[src/rtl/fir_coeff_ctrl.sv]
// Coefficient update controller for a FIR filter: shadows a new coefficient
// set, then swaps it in on a sample boundary with the filter frozen.
module fir_coeff_ctrl #(
    parameter int ORDER           = 15,
    parameter int COEFF_WIDTH     = 32,
    parameter int FLUSH_ON_UPDATE = 1,
    localparam int AW = (ORDER > 1) ? $clog2(ORDER) : 1
) (
    input  logic                   clk,
    input  logic                   reset,
    input  logic                   cfg_start,
    input  logic                   cfg_abort,
    input  logic [COEFF_WIDTH-1:0] cfg_coeff_data,
    input  logic                   cfg_coeff_valid,
    output logic                   cfg_coeff_ready,
    output logic                   cfg_busy,
    output logic                   cfg_done,
    input  logic                   sample_strobe,
    output logic                   filter_enable,
    output logic                   filter_flush,
    output logic                   coef_wr_en,
    output logic [AW-1:0]          coef_wr_addr,
    output logic [COEFF_WIDTH-1:0] coef_wr_data
);

    typedef enum logic [2:0] {
        IDLE,
        LOAD,
        WAIT_SAMPLE,
        WRITE,
        FLUSH,
        DONE
    } state_t;

    localparam logic [AW-1:0] LAST = AW'(ORDER - 1);

    state_t                 state;
    logic [AW-1:0]          count;
    logic [COEFF_WIDTH-1:0] shadow [ORDER];
    logic [AW-1:0]          next_addr;

    assign next_addr = coef_wr_addr + AW'(1);

    always_ff @(posedge clk) begin
        if (reset) begin
            state           <= IDLE;
            count           <= '0;
            for (int i = 0; i < ORDER; i++) shadow[i] <= '0;
            cfg_coeff_ready <= 1'b0;
            cfg_busy        <= 1'b0;
            cfg_done        <= 1'b0;
            filter_enable   <= 1'b1;
            filter_flush    <= 1'b0;
            coef_wr_en      <= 1'b0;
            coef_wr_addr    <= '0;
            coef_wr_data    <= '0;
        end else begin
            // Pulse outputs and the write bus idle at zero unless set below
            cfg_done     <= 1'b0;
            filter_flush <= 1'b0;
            coef_wr_en   <= 1'b0;
            coef_wr_addr <= '0;
            coef_wr_data <= '0;
            case (state)
                IDLE: begin
                    if (cfg_start) begin
                        state           <= LOAD;
                        count           <= '0;
                        cfg_coeff_ready <= 1'b1;
                        cfg_busy        <= 1'b1;
                    end
                end
                LOAD: begin
                    if (cfg_abort) begin
                        state           <= IDLE;
                        count           <= '0;
                        cfg_coeff_ready <= 1'b0;
                        cfg_busy        <= 1'b0;
                    end else if (cfg_coeff_valid) begin
                        shadow[count] <= cfg_coeff_data;
                        if (count == LAST) begin
                            state           <= WAIT_SAMPLE;
                            cfg_coeff_ready <= 1'b0;
                        end else begin
                            count <= count + AW'(1);
                        end
                    end
                end
                WAIT_SAMPLE: begin
                    if (sample_strobe) begin
                        state         <= WRITE;
                        filter_enable <= 1'b0;
                        coef_wr_en    <= 1'b1;
                        coef_wr_data  <= shadow[0];
                    end
                end
                WRITE: begin
                    if (coef_wr_addr == LAST) begin
                        if (FLUSH_ON_UPDATE != 0) begin
                            state        <= FLUSH;
                            filter_flush <= 1'b1;
                        end else begin
                            state         <= DONE;
                            cfg_done      <= 1'b1;
                            filter_enable <= 1'b1;
                        end
                    end else begin
                        coef_wr_en   <= 1'b1;
                        coef_wr_addr <= next_addr;
                        coef_wr_data <= shadow[next_addr];
                    end
                end
                FLUSH: begin
                    state         <= DONE;
                    cfg_done      <= 1'b1;
                    filter_enable <= 1'b1;
                end
                DONE: begin
                    state    <= IDLE;
                    cfg_busy <= 1'b0;
                end
                default: begin
                    state    <= IDLE;
                    cfg_busy <= 1'b0;
                end
            endcase
        end
    end

endmodule

[config.mk]
export PLATFORM = sky130hd
export DESIGN_NAME = fir_coeff_ctrl
export DESIGN_NICKNAME = d
export VERILOG_FILES = /design/src/rtl/fir_coeff_ctrl.sv
export SDC_FILE = /design/constraint.sdc
export NUM_CORES = 1
export LEC_CHECK = 0
export BUFFER_PORTS_ARGS = -buffer_cell sky130_fd_sc_hd__buf_2
export CORE_ASPECT_RATIO = 1.5
export CORE_UTILIZATION = 29
export CTS_CLUSTER_DIAMETER = 60
export CTS_CLUSTER_SIZE = 14
export DETAILED_ROUTE_END_ITERATION = 12
export GPL_ROUTABILITY_DRIVEN = 0
export HOLD_SLACK_MARGIN = 0.05
export PLACE_DENSITY_LB_ADDON = 0.25
export SLEW_MARGIN = 5
export SYNTH_ARGS = -nofsm -noshare
export SYNTH_HDL_FRONTEND = slang
export SYNTH_SLANG_ARGS = --single-unit
[constraint.sdc]
create_clock -name clk -period 6.5 [get_ports clk]
set_clock_uncertainty 0.2 [all_clocks]
set_input_delay 1.95 -clock clk [delete_from_list [all_inputs] [get_ports clk]]
set_output_delay 1.95 -clock clk [all_outputs]
set_load 0.05 [all_outputs]
==> implementation parameters <==
Parameter                              Value

Yosys
  Most area-consuming cells after synthesis ... sky130_fd_sc_hd__edfxtp_1 62%, sky130_fd_sc_hd__and2_1 12%, sky130_fd_sc_hd__mux4_2 12%
  Share of the synthesized area in the top cell type ... 0.622
  Gate count after technology mapping ... 1556
  Synthesized Nets ... 1600
  FF+latch count, synth ... 561
  Warnings from Yosys ... 0
  Mapped cell area ... ~0.025 mm2
  Synth Flop Type ... sky130_fd_sc_hd__edfxtp_1
  Largest area contributor in the synthesized netlist ... sky130_fd_sc_hd__edfxtp_1
  Post-synth EDFFs ... a little over 500
  Proportion of register bits with asynchronous set or reset after synthesis ... 0
  Sequential cell area fraction in the yosys report ... 0.662
  Number of unique standard cell types used by synthesis ... 44
  Syn_area_per_cell ... 15.9 um2

Worst setup path
  Classification of the worst setup path ... primary input to register
  CP required ... 6.49 ns
  Register-to-register path setup slack ... 2.64 ns
  Cell with the largest stage delay on the worst path ... sky130_fd_sc_hd__or2_2
  Reg2Reg Depth ... 7
  Worst-path fanout max ... 33
  End of the worst register-to-register path ... coef_wr_data[8]
  Startpoint of the lowest-slack register-to-register path ... coef_wr_addr[0]
  Kind of end point of the critical path ... register
  Startpoint kind of the worst setup timing path ... primary input
  CP Data Arrival Time ... about 4.7 ns
  Largest stage delay on the critical path ... between 0.8 and 0.9 ns
  Cell-by-cell listing of the critical path ... buf_2 > nor3b_1 > nand3_1 > nor2_4 > or2_2

Power and ir drop
  Power consumption ... around 7.3 mW
  Areal power density over the cells ... around 260 mW/mm2
  Leakage power figure ... between 9 and 10 nW
  IR Drop Worst-Case VDD ... 0.000155 V

Timing
  Fin crit period ... about 4.7 ns
  Fmax achieved ... roughly 210 MHz
  Worst-case hold slack ... 0.311 ns
  Slew of the pin with the lowest slew margin ... between 1 and 1.5 ns
  Endpoints failing hold ... 0
  Relative slew slack ... 0.199
  Share of the clock period used by the worst path after layout ... 0.727
  Unrepaired setup endpoints after global routing ... false
  Aggregate negative setup slack ... 0 ns
  Endpoints failing setup ... 0
  Number of slew-limit violations in the final report ... 0

CTS
  Post-CTS setup repair buffer count ... 0
  CTS tree ... yes
  Longest Clk Path Bufs ... 3
  Hold bufs inserted after CTS ... 0
  Root buf cell ... sky130_fd_sc_hd__clkbuf_16
  H-tree lvl count ... 2
  Clock net sink count ... about 560
  Clock transition at the registers of the reported paths ... 0.07 ns
  # resized after CTS ... 0
  TritonCTS Buffers ... 47
  Clock network latency to the later pin of the worst-skew pair ... between 0.5 and 0.6 ns

Floorplan
  Core ar. ... around 0.084 mm2
  Full die area ... 0.0864 mm2
  I/O Pins ... 80
  Effective utilization at floorplan ... 0.294
  Horizontal extent of the die ... 240 um
  Die height ... ~360 um
  Standard-cell row count ... between 100 and 150

Outcome
  Status ... completed

Layout
  Number of diodes added for antenna fixing ... 0
  Relative area change from synthesis to final layout ... 12.0%
  Core occupancy in the finished layout ... 0.329
  Share of final-layout standard cells stronger than drive strength 1 ... 0.224
  Final design area excluding fillers ... 0.0277 mm2
  Final net count ... 1619

Drt
  ANT nets after route ... 0
  Detailed Route WL ... 68.7 mm
  Vias post-DR ... 13015
  Avg Vias per Cell ... ~4.8
  Drt first-iter violations ... between 1000 and 1500
  Wire length per cell after detailed routing ... 25.2 um
  Drc violations ... 0
  First-pass iteration count of the detailed router ... 4

Run
  Max capacitance violation total ... 0

Global routing
  Global-route usage over all layers ... 0.161
  Largest net degree at the start of global routing ... between 90 and 100
  Antenna violations before repair ... 5
  Global-route wire length before repair ... a little under 100 mm
  Overall overflow remaining after global route ... 0
  Via count of the first global-routing pass ... approximately 14000

Worst hold path
  Terminating pin of the worst hold path ... cfg_coeff_ready
  Worst hold path class ... register to register
  WHS Path Cells ... 2
  Launch point of the worst hold path ... cfg_coeff_ready

Place
  Buffers added on ports ... 79
  Instance area at placement ... approximately 0.026 mm2
  HPWL reported at the end of detailed placement ... between 40 and 50 mm
## Yosys cell counts (all sizes together) (2+ instances only)
library cell,n
clkbuf,105
and3,4
nand3,10
a21oi,10
or2,16
mux4,128
edfxtp,512
a221o,32
o21ai,5
mux2,32
mux2i,32
nor2,20
and2,481
nand4,5
a31oi,2
dfxtp,49
ha,6
nor2b,4
a211oi,2
nor3,38
nor4b,2
buf,30
a31o,2
nor3b,4
nand2,4
inv,7
nor4,2
## cell usage in the layout (no fill, tap or decap), types with 24 or more instances in the layout
master,count
sky130_fd_sc_hd__clkbuf_1,30
sky130_fd_sc_hd__mux2i_1,32
sky130_fd_sc_hd__buf_4,24
sky130_fd_sc_hd__clkbuf_16,49
sky130_fd_sc_hd__and2_1,481
sky130_fd_sc_hd__a221o_1,32
sky130_fd_sc_hd__mux4_2,128
sky130_fd_sc_hd__buf_2,79
sky130_fd_sc_hd__dfxtp_1,48
sky130_fd_sc_hd__edfxtp_1,512
sky130_fd_sc_hd__mux2_2,32
sky130_fd_sc_hd__nor3_1,34
## report_power, final
part	internal (mW)	switching (mW)	total [mW]
clock	1.40	1.30	2.70
combinational	0.148	0.331	0.480
sequential	4.06	0.0761	4.13
## metrics by stage
| stage | worst slack (ns) | instances |
|---|---|---|
| after floorplan | 1.94 | 1556 |
| after detailed placement | 1.19 | 2648 |
| after global placement | 1.28 | 2648 |
| final | 1.77 | 2732 |
| after CTS | 1.78 | 2732 |
| after global routing | 1.63 | 2732 |
## registers in the layout, indices dropped and copies added (netlist names)
signal and cells:
count 4, filter_enable 1, shadow 512, cfg_busy 1, coef_wr_en 1, state 3
cfg_done 1, filter_flush 1, cfg_coeff_ready 1, coef_wr_data 32, coef_wr_addr 4
## metal layers
| layer | vias to the layer above | GRT usage | share of wire |
|---|---|---|---|
| met2 | 327 | 0.279 | 0.51 |
| met4 | 4 | 0.0533 | 0.029 |
| met1 | 6784 | 0.203 | 0.41 |
| met3 | 97 | 0.0244 | 0.045 |
| met5 | - | 0 | 0.00036 |
| li1 | 5803 | - | - |
## cell families after synthesis
group,synth area share
mux,0.144
buf+inv,0.0242
fa+ha+maj,0.00304
xor+xnor,0.000709
compound gates,0.0187
flops,0.662
simple gates,0.147
## final cells by class
class / instances / area (um2)
clock inverters: 5 / 36.3
flip-flops and latches: 561 / 16400
clock buffers: 79 / 1340
multi-input cells: 853 / 7910
inverters: 7 / 26.3
well taps: 1122 / 1400
fillers: 8123 / 56400
repair buffers: 105 / 616
## worst max-delay path, delay by kind of cell
family	cells	cell delay, ns
AND/OR/NAND/NOR	4	2.59
buffers and inverters	1	0.14
## how the worst max path moves through the flow
stage | from | cells past startpoint | to
2_1_floorplan | reset | 4 | shadow[15][0]
6_report | cfg_abort | 5 | shadow[5][27]
3_3_place_gp | cfg_abort | 6 | shadow[0][24]
3_5_place_dp | cfg_abort | 5 | shadow[5][26]
4_1_cts | cfg_abort | 5 | shadow[5][27]
5_1_grt | cfg_abort | 5 | shadow[5][27]
No activity file was read; power rests on OpenSTA's default activity.
